**src/rtl/uart_fifo_mmio.sv**
```systemverilog
// Memory-mapped UART with TX/RX FIFOs, programmable baud divisor, sticky error
// flags and a level interrupt. Register reads are combinational for single-cycle loads.
module uart_fifo_mmio #(
    parameter int DATA_BITS = 8,
    parameter int TX_DEPTH  = 16,
    parameter int RX_DEPTH  = 16,
    parameter int DIV_RESET = 868
) (
    input  logic        clk,
    input  logic        rst,
    input  logic        en,
    input  logic        we,
    input  logic [31:0] addr,
    input  logic [31:0] wdata,
    output logic [31:0] rdata,
    input  logic        uart_rx,
    output logic        uart_tx,
    output logic        irq
);
    localparam int TX_AW = $clog2(TX_DEPTH);
    localparam int RX_AW = $clog2(RX_DEPTH);
    localparam int BW    = $clog2(DATA_BITS);
    localparam logic [BW-1:0] LAST_BIT = BW'(DATA_BITS - 1);
    localparam logic [1:0] A_DATA   = 2'd0;
    localparam logic [1:0] A_STATUS = 2'd1;
    localparam logic [1:0] A_CTRL   = 2'd2;
    localparam logic [1:0] A_BAUD   = 2'd3;

    typedef enum logic [1:0] {S_IDLE, S_START, S_DATA, S_STOP} state_t;

    logic [1:0] reg_sel;
    logic       wr_data, wr_status, wr_ctrl, wr_baud, rd_data;
    logic       unused_bits;

    assign reg_sel     = addr[3:2];
    assign wr_data     = en & we & (reg_sel == A_DATA);
    assign wr_status   = en & we & (reg_sel == A_STATUS);
    assign wr_ctrl     = en & we & (reg_sel == A_CTRL);
    assign wr_baud     = en & we & (reg_sel == A_BAUD);
    assign rd_data     = en & ~we & (reg_sel == A_DATA);
    assign unused_bits = ^{addr[31:4], addr[1:0], wdata[31:16]};

    logic [3:0]  ctrl_reg;
    logic [15:0] baud_reg;
    logic        overrun_reg, frame_err_reg;
    logic        tx_en, rx_en, irq_rx_en, irq_tx_en;

    assign tx_en     = ctrl_reg[0];
    assign rx_en     = ctrl_reg[1];
    assign irq_rx_en = ctrl_reg[2];
    assign irq_tx_en = ctrl_reg[3];

    // TX FIFO
    logic [DATA_BITS-1:0] tx_mem [TX_DEPTH];
    logic [TX_AW:0]       tx_wr_ptr_reg, tx_rd_ptr_reg;
    logic                 tx_full, tx_empty, tx_push, tx_pop;

    assign tx_empty = (tx_wr_ptr_reg == tx_rd_ptr_reg);
    assign tx_full  = (tx_wr_ptr_reg[TX_AW] != tx_rd_ptr_reg[TX_AW]) &&
                      (tx_wr_ptr_reg[TX_AW-1:0] == tx_rd_ptr_reg[TX_AW-1:0]);
    // A push into a full FIFO still lands when the head leaves on the same edge.
    assign tx_push  = wr_data & (~tx_full | tx_pop);

    always_ff @(posedge clk) begin
        if (tx_push)
            tx_mem[tx_wr_ptr_reg[TX_AW-1:0]] <= wdata[DATA_BITS-1:0];
    end

    always_ff @(posedge clk or negedge rst) begin
        if (!rst) begin
            tx_wr_ptr_reg <= '0;
            tx_rd_ptr_reg <= '0;
        end else begin
            if (tx_push) tx_wr_ptr_reg <= tx_wr_ptr_reg + 1'b1;
            if (tx_pop)  tx_rd_ptr_reg <= tx_rd_ptr_reg + 1'b1;
        end
    end

    // RX FIFO
    logic [DATA_BITS-1:0] rx_mem [RX_DEPTH];
    logic [RX_AW:0]       rx_wr_ptr_reg, rx_rd_ptr_reg;
    logic                 rx_full, rx_empty, rx_push, rx_pop;
    logic [7:0]           rx_count;
    logic [DATA_BITS-1:0] rx_shift_reg;

    assign rx_empty = (rx_wr_ptr_reg == rx_rd_ptr_reg);
    assign rx_full  = (rx_wr_ptr_reg[RX_AW] != rx_rd_ptr_reg[RX_AW]) &&
                      (rx_wr_ptr_reg[RX_AW-1:0] == rx_rd_ptr_reg[RX_AW-1:0]);
    assign rx_count = 8'(rx_wr_ptr_reg - rx_rd_ptr_reg);
    assign rx_pop   = rd_data & ~rx_empty;

    always_ff @(posedge clk) begin
        if (rx_push)
            rx_mem[rx_wr_ptr_reg[RX_AW-1:0]] <= rx_shift_reg;
    end

    always_ff @(posedge clk or negedge rst) begin
        if (!rst) begin
            rx_wr_ptr_reg <= '0;
            rx_rd_ptr_reg <= '0;
        end else begin
            if (rx_push) rx_wr_ptr_reg <= rx_wr_ptr_reg + 1'b1;
            if (rx_pop)  rx_rd_ptr_reg <= rx_rd_ptr_reg + 1'b1;
        end
    end

    // TX engine
    state_t               tx_state_reg;
    logic [15:0]          tx_div_reg, tx_cnt_reg;
    logic [BW-1:0]        tx_bit_reg;
    logic [DATA_BITS-1:0] tx_shift_reg;
    logic                 tx_out_reg, tx_tick, tx_busy;

    assign tx_tick = (tx_cnt_reg == 16'd0);
    assign tx_busy = (tx_state_reg != S_IDLE);
    assign tx_pop  = tx_en & ~tx_empty &
                     ((tx_state_reg == S_IDLE) | ((tx_state_reg == S_STOP) & tx_tick));

    always_ff @(posedge clk or negedge rst) begin
        if (!rst) begin
            tx_state_reg <= S_IDLE;
            tx_div_reg   <= 16'(DIV_RESET);
            tx_cnt_reg   <= '0;
            tx_bit_reg   <= '0;
            tx_shift_reg <= '0;
            tx_out_reg   <= 1'b1;
        end else if (tx_pop) begin
            tx_state_reg <= S_START;
            tx_shift_reg <= tx_mem[tx_rd_ptr_reg[TX_AW-1:0]];
            tx_div_reg   <= baud_reg;
            tx_cnt_reg   <= baud_reg - 16'd1;
            tx_out_reg   <= 1'b0;
        end else begin
            case (tx_state_reg)
                S_IDLE: tx_out_reg <= 1'b1;
                S_START: begin
                    if (tx_tick) begin
                        tx_state_reg <= S_DATA;
                        tx_out_reg   <= tx_shift_reg[0];
                        tx_shift_reg <= tx_shift_reg >> 1;
                        tx_bit_reg   <= '0;
                        tx_cnt_reg   <= tx_div_reg - 16'd1;
                    end else begin
                        tx_cnt_reg <= tx_cnt_reg - 16'd1;
                    end
                end
                S_DATA: begin
                    if (tx_tick) begin
                        tx_cnt_reg <= tx_div_reg - 16'd1;
                        if (tx_bit_reg == LAST_BIT) begin
                            tx_state_reg <= S_STOP;
                            tx_out_reg   <= 1'b1;
                        end else begin
                            tx_out_reg   <= tx_shift_reg[0];
                            tx_shift_reg <= tx_shift_reg >> 1;
                            tx_bit_reg   <= tx_bit_reg + BW'(1);
                        end
                    end else begin
                        tx_cnt_reg <= tx_cnt_reg - 16'd1;
                    end
                end
                S_STOP: begin
                    if (tx_tick) tx_state_reg <= S_IDLE;
                    else         tx_cnt_reg   <= tx_cnt_reg - 16'd1;
                end
            endcase
        end
    end

    assign uart_tx = tx_out_reg;

    // RX synchroniser plus one extra stage for falling-edge detection
    logic [1:0] rx_sync_reg;
    logic       rx_prev_reg, rx_s;

    assign rx_s = rx_sync_reg[1];

    always_ff @(posedge clk or negedge rst) begin
        if (!rst) begin
            rx_sync_reg <= 2'b11;
            rx_prev_reg <= 1'b1;
        end else begin
            rx_sync_reg <= {rx_sync_reg[0], uart_rx};
            rx_prev_reg <= rx_s;
        end
    end

    // RX engine
    state_t        rx_state_reg;
    logic [15:0]   rx_div_reg, rx_cnt_reg;
    logic [BW-1:0] rx_bit_reg;
    logic          rx_tick, rx_stop_sample, rx_stop_ok, frame_err_set, overrun_set;

    assign rx_tick        = (rx_cnt_reg == 16'd0);
    assign rx_stop_sample = rx_en & (rx_state_reg == S_STOP) & rx_tick;
    assign rx_stop_ok     = rx_stop_sample & rx_s;
    assign frame_err_set  = rx_stop_sample & ~rx_s;
    assign rx_push        = rx_stop_ok & (~rx_full | rx_pop);
    assign overrun_set    = rx_stop_ok & rx_full & ~rx_pop;

    always_ff @(posedge clk or negedge rst) begin
        if (!rst) begin
            rx_state_reg <= S_IDLE;
            rx_div_reg   <= 16'(DIV_RESET);
            rx_cnt_reg   <= '0;
            rx_bit_reg   <= '0;
            rx_shift_reg <= '0;
        end else if (!rx_en) begin
            rx_state_reg <= S_IDLE;
        end else begin
            case (rx_state_reg)
                S_IDLE: begin
                    if (rx_prev_reg & ~rx_s) begin
                        rx_state_reg <= S_START;
                        rx_div_reg   <= baud_reg;
                        rx_cnt_reg   <= {1'b0, baud_reg[15:1]} - 16'd1;
                    end
                end
                S_START: begin
                    if (rx_tick) begin
                        rx_state_reg <= rx_s ? S_IDLE : S_DATA;
                        rx_bit_reg   <= '0;
                        rx_cnt_reg   <= rx_div_reg - 16'd1;
                    end else begin
                        rx_cnt_reg <= rx_cnt_reg - 16'd1;
                    end
                end
                S_DATA: begin
                    if (rx_tick) begin
                        rx_shift_reg <= {rx_s, rx_shift_reg[DATA_BITS-1:1]};
                        rx_cnt_reg   <= rx_div_reg - 16'd1;
                        if (rx_bit_reg == LAST_BIT) rx_state_reg <= S_STOP;
                        else                        rx_bit_reg   <= rx_bit_reg + BW'(1);
                    end else begin
                        rx_cnt_reg <= rx_cnt_reg - 16'd1;
                    end
                end
                S_STOP: begin
                    if (rx_tick) rx_state_reg <= S_IDLE;
                    else         rx_cnt_reg   <= rx_cnt_reg - 16'd1;
                end
            endcase
        end
    end

    // Control, divisor and sticky flags; a new error wins over a same-cycle clear
    always_ff @(posedge clk or negedge rst) begin
        if (!rst) begin
            ctrl_reg      <= 4'h3;
            baud_reg      <= 16'(DIV_RESET);
            overrun_reg   <= 1'b0;
            frame_err_reg <= 1'b0;
        end else begin
            if (wr_ctrl) ctrl_reg <= wdata[3:0];
            if (wr_baud) baud_reg <= (wdata[15:0] < 16'd4) ? 16'd4 : wdata[15:0];
            overrun_reg   <= overrun_set   | (overrun_reg   & ~(wr_status & wdata[4]));
            frame_err_reg <= frame_err_set | (frame_err_reg & ~(wr_status & wdata[5]));
        end
    end

    always_comb begin
        rdata = '0;
        if (en && !we) begin
            case (reg_sel)
                A_DATA: begin
                    if (!rx_empty) rdata[DATA_BITS-1:0] = rx_mem[rx_rd_ptr_reg[RX_AW-1:0]];
                end
                A_STATUS: rdata = {16'd0, rx_count, 1'b0, tx_busy, frame_err_reg, overrun_reg,
                                   rx_full, rx_empty, tx_empty, tx_full};
                A_CTRL:   rdata = {28'd0, ctrl_reg};
                A_BAUD:   rdata = {16'd0, baud_reg};
            endcase
        end
    end

    assign irq = (irq_rx_en & ~rx_empty) | (irq_tx_en & tx_empty) | overrun_reg | frame_err_reg;

endmodule

```
**config.mk**
```make
export PLATFORM = sky130hd
export DESIGN_NAME = uart_fifo_mmio
export DESIGN_NICKNAME = d
export VERILOG_FILES = /design/src/rtl/uart_fifo_mmio.sv
export SDC_FILE = /design/constraint.sdc
export NUM_CORES = 1
export LEC_CHECK = 0
export BUFFER_PORTS_ARGS = -buffer_cell sky130_fd_sc_hd__buf_2
export CAP_MARGIN = 15
export CORE_UTILIZATION = 40
export CTS_CLUSTER_SIZE = 10
export DETAILED_ROUTE_END_ITERATION = 6
export HOLD_SLACK_MARGIN = 0.08
export PLACE_DENSITY = 0.54
export REMOVE_ABC_BUFFERS = 1
export SLEW_MARGIN = 30
export SYNTH_ARGS = -nofsm -noshare
export SYNTH_HDL_FRONTEND = slang
export SYNTH_SLANG_ARGS = --single-unit
```
**constraint.sdc**
```tcl
create_clock -name clk -period 4 [get_ports clk]
set_clock_uncertainty 0.2 [all_clocks]
set_input_delay 1.2 -clock clk [delete_from_list [all_inputs] [get_ports clk]]
set_output_delay 1.2 -clock clk [all_outputs]
set_load 0.02 [all_outputs]
```
# ---- Yosys cells after proc, flatten, opt, wreduce, memory -nomap -nowiden
# Memory sizes are Yosys's and may differ from the RTL's.
# Index checks and enable logic that the tools add are counted.
dict set report classes {
  add_sub_neg 13
  eq_ne 36
  div 0
  muxes 49
  bitwise 44
  reduce_logical 28
  n_mul 0
  order_cmp 1
  n_shift 0
}
# cell count
set ops {}
lappend ops {{$mux W16} 8}
lappend ops {{$sub A16 B1 Y16 const B} 5}
lappend ops {{$pmux W16 S3} 1}
lappend ops {{$mux W8} 5}
lappend ops {{$ne A3 B3 Y1 const B} 11}
lappend ops {{$logic_not A16 Y1} 2}
lappend ops {{$pmux W16 S2} 1}
lappend ops {{$pmux W8 S2} 2}
lappend ops {{$pmux W8 S4} 1}
lappend ops {{$and A1 B1 Y1} 26}
lappend ops {{$mux W2} 12}
lappend ops {{$add A5 B1 Y5 const B} 4}
lappend ops {{$reduce_and A5 Y1} 4}
lappend ops {{$mux W3} 6}
lappend ops {{$lt A16 B3 Y1 const B} 1}
lappend ops {{$ne A2 B2 Y1 const B} 8}
lappend ops {{$sub A15 B1 Y16 const B} 1}
lappend ops {{$eq A2 B2 Y1 const B} 6}
lappend ops {{$pmux W3 S2} 2}
lappend ops {{$reduce_and A3 Y1} 4}
lappend ops {{$eq A5 B5 Y1} 2}
lappend ops {{$not A1 Y1} 10}
lappend ops {{$eq A4 B4 Y1} 2}
lappend ops {{$mux W1} 8}
lappend ops {{18 further kinds} 39}
dict set report word_totals {
  latchBits 0
  ram_bits 256
  ff_bits 136
  out_inout_bits 34
  n_memories 2
  word_cells 194
  mem_bits_ro 0
}
# memory words width read_ports rd_ports_with_merged_regs wr line_no
set mem_list {}
lappend mem_list {rx_mem 16 8 1 0 1 80} ;# logic [DATA_BITS-1:0] rx_mem [RX_DEPTH];
lappend mem_list {tx_mem 16 8 1 0 1 54} ;# logic [DATA_BITS-1:0] tx_mem [TX_DEPTH];

# ---- Longest topological paths before layout
dict set report depth {
  depth_word 8
  mapped_depth 11
  depth_no_buf 10
}

# ---- Least setup slack after synthesis
# Ideal clock, no wire load.
dict set report synth_path {
  path_type {input to output}
  start {input addr[2]}
  end {output rdata[1]}
  cell_stages 4
  slack_ns 0.155
  t_required_ns 2.600
  path_buffers 2
  arrival_time_ns 2.445
  cell_sequence {clkbuf_1 -> clkbuf_1 -> mux2i_1 -> a211oi_1}
}
dict set report synth_between {
  elab_chain_cells 3
}
# item line_no
set synth_rtl {}
lappend synth_rtl {{start: declaration} 13} ;# input logic [31:0] addr,
lappend synth_rtl {{$eq A2 B2 Y1, or another cell as far along} 264} ;# case (reg_sel)
lappend synth_rtl {{$pmux W8 S4 (*)} 264}
lappend synth_rtl {{$mux W16 (*)} 263} ;# if (en && !we) begin
lappend synth_rtl {{end: declaration} 15} ;# output logic [31:0] rdata,
# Every way passes the cells marked *; elsewhere a longest branch is shown, timed or not.

# ---- Worst setup path after layout
dict set report layout_path {
  start {register rx_rd_ptr_reg[0]}
  end {output rdata[1]}
}
dict set report layout_between {
  elab_chain_cells 4
}
# item line_no
set layout_rtl {}
lappend layout_rtl {{start: declaration} 81} ;# logic [RX_AW:0] rx_wr_ptr_reg, rx_rd_ptr_reg;
lappend layout_rtl {{start signal: assignment} 103} ;# if (rx_pop) rx_rd_ptr_reg <= rx_rd_ptr_reg + 1'b1;
lappend layout_rtl {{$mem_v2 Z16 W8 or $eq A5 B5 Y1 (tied branches)} -}
lappend layout_rtl {{$mux W8 (*)} 266} ;# if (!rx_empty) rdata[DATA_BITS-1:0] = rx_mem[rx_rd_ptr_reg[RX_AW-1:0]];
lappend layout_rtl {{$pmux W8 S4 (*)} 264}
lappend layout_rtl {{$mux W16 (*)} 263}
# Marked as above.

==> flow_summary.toml <==
[outcome]
outcome = "finished with violations"
violations = "design-rule violations, negative setup slack"

[power_and_ir_drop]
p_switching_mw = 4.84
finalPower_mw = 14.1
sw_frac_of_total = 0.345
vdd_drop_max_mv = 0.306
p_clk_frac = 0.282
seqPwrFrac = 0.399
p_int_mw = 9.21
cellPowerDensity_nw_per_um2 = 646
p_leak_nw = 7.93
combPwrFrac = 0.319

[yosys]
yosysWarnings = 0
synthSimpleGateAreaFrac = 0.118
yosys.area_share.adder = 0.0253
synth_edf_count = 256
yosysMostFrequentCell = "edfxtp_1"
yosysUniqueCellTypes = 85
synth_top_cells_by_count = "edfxtp_1 (256), nand2_1 (141), dfrtp_1 (115)"
synth_top_area_cell = "edfxtp_1"
syn_inst = 1412
syn_area_um2 = 19100
ys_seq_area_frac = 0.584
muxShareOfSynthArea = 0.135
synth.top_cell.area_share = 0.403
synth_top_family_by_area = "multiplexers"
synthFlopType = "edfxtp_1"
ys_async_sr_fraction = 0.347
synth_compound_area_frac = 0.0648
syn_area_per_cell_um2 = 13.5
synthTopCellsByArea = "edfxtp_1 (40%), dfrtp_1 (15%), mux4_2 (6.9%)"
synth_xor_area_frac = 0.0377
synth-seq-cells = 392

[clocking]
tritoncts = "done"
numCtsBuffers = 47
insertion_delay_ns = 0.59
cts_num_sinks = 392
clockBufferDepth = 3
path_clk_slew_ns = 0.06
ctsHoldBuffers = 0
root_buffer = "clkbuf_16"
htree_num_levels = 2

[worst_hold_path]
hp-start = "rx_sync_reg[0]$_DFF_PN1_"
min_path_type = "reg2reg"

[critical_path]
setup.worst_path.start_class = "flop"
crit_top_cell = "mux4_2"
crit_chain = "buf_12, mux4_2, mux4_2, a221oi_2, a211oi_2, buf_4"
path_class = "reg2out"
critPathTopFamily = "multiplexers"
path_max_fanout = 8
cp_slowest_stage_delay_ns = 0.53
cp-startpoint = "rx_rd_ptr_reg[0]$_DFFE_PN0P_"
arrival_ns = 2.81
required_ns = 2.60
cp_num_buf_inv = 2
worstReg2RegStart = "tx_cnt_reg[0]$_DFFE_PN0P_"
worst_setup_path_end_kind = "primary output"
slowest_stage = "mux4_2"

[detailed_routing]
route.detailed.drc = 8
first_pass_iters = 7
postRouteAntennaNets = 0
post_drt_wl_per_cell_um = 21.9
wl_mm = 46.7
viasPerCell = 5.53
num_vias = 11800
first_iter_violations = 996

[sta]
hold_violations = 0
setup_viol_count_final = 10
post-route-min-period_ns = 4.21
timing.final.crit_share = 1.05
slew_violations = 0
fmax_mhz = 238
worst_pin_slew_ns = 0.747
worst_slack_ns = -0.209
fin_hold_ws_ns = 0.157
slew_headroom = 0.501
setup-tns-final_ns = -1.23
rsz0062_at_grt = "true"

[global_routing]
grt_use_total = 0.198
antenna_found_initial = 1
grt_start_max_net_pins = 62
grt_pass1_vias = 11700
grt-ovfl-total = 0
grt_pass1_wl_mm = 71.8

[cells_and_area]
final_cell_count_no_fill = 2133
multi_input_area_um2 = 7400
regArea_um2 = 11100
final_nets = 1595
fillers = 4161
design_area_um2 = 21800
post-route-util = 0.465
area_growth_pct = 14.2
final_layout_size_suffix_gt1_frac = 0.239

[place]
portBuffers = 40
dp_slack_ns = 0.176
gp_congestion = 0.876
place_area_um2 = 20100
place_inst = 2040
hpwl_mm = 31.0

[floorplanning]
rows = 79
pin_count = 103
die-area_um2 = 48500
die_w_um = 220
initial_core_util = 0.407
fp.coreArea_um2 = 46800
die_h_um = 220

[job]
maxCapViolCount = 0
worst paths after layout:
| kind | to | slack [ns] | cells after the start |
|---|---|---|---|
| min reg2reg | rx_sync_reg[1]$_DFF_PN1_ | 0.16 | 0 |
| min | rx_sync_reg[1]$_DFF_PN1_ | 0.16 | 0 |
| max | rdata[1] | -0.21 | 6 |
| max reg2reg | tx_mem[5][0]$_DFFE_PP_ | 0.47 | 8 |
| min in group asynchronous | tx_cnt_reg[15]$_DFFE_PN0P_ | 0.38 | 1 |
| max in group asynchronous | ctrl_reg[0]$_DFFE_PN1P_ | 2.40 | 2 |
placed cells by master, fill, tap and decap left out, types with 12 or more instances in the layout:
master and instances:
inv_1 47, nor4_1 12, nand2_1 138, ha_1 35
buf_4 59, nand3_1 38, mux2i_1 19, and2_1 21
dfrtp_1 111, dfstp_2 21, a31oi_1 14, buf_2 30
mux2_2 43, edfxtp_1 256, nor3_1 27, o21ai_0 32
xor2_1 33, xnor2_1 49, nor2_1 78, conb_1 16
a21oi_1 32, nand4_1 20, mux4_2 70, clkbuf_16 48
clkbuf_1 27
cell families after synthesis:
group                    Yosys count
AO/OA/AOI/OAI                    184
buffers and inverters            143
multiplexers                     143
XOR/XNOR                          82
flip-flops                       392
adder cells (fa/ha/maj)           38
other                              1
AND/OR/NAND/NOR                  429
worst register-to-register path, stage by stage (launching register included):
cell,delay [ns]
dfrtp_1,0.42
inv_1,0.11
ha_1,0.22
nor3b_1,0.30
and4_1,0.37
a31oi_1,0.28
o22a_1,0.39
nor3b_1,0.41
and2_1,0.47
power by group through the flow:
| stage | Clock [mW] | Sequential, mW | Combinational, mW |
|---|---|---|---|
| after floorplan | 0 | 5.67 | 2.85 |
| after global placement | 0 | 5.67 | 4.22 |
| after detailed placement | 0 | 5.69 | 4.26 |
| after CTS | 4.07 | 5.59 | 4.49 |
| after global routing | 4.24 | 5.68 | 4.94 |
| final | 3.96 | 5.61 | 4.49 |
layout make-up:
class / count / area share
repair buffers: 105 / 0.0392
multi-input cells: 892 / 0.340
inverters: 50 / 0.00863
flip-flops and latches: 392 / 0.511
clock buffers: 78 / 0.0618
clock inverters: 8 / 0.00357
well taps: 607 / 0.0349
diodes: 1 / 0.000115
what timing repair did:
item                       in CTS  in global routing
pin swaps                      12                  8
setup buffers                   6                  1
gates resized for setup        40                 24
cloned                          1                  0
setup endpoints to repair      15                 14
routing by layer:
metal / track usage / routed length (um) / vias up
met2: 0.316 / 22400 / 278
met5: 0 / 0 / -
li1: - / - / 5444
met4: 0.0614 / 1170 / 0
met1: 0.275 / 20900 / 5999
met3: 0.0337 / 2230 / 70
Power figures use the tool's default switching activity.
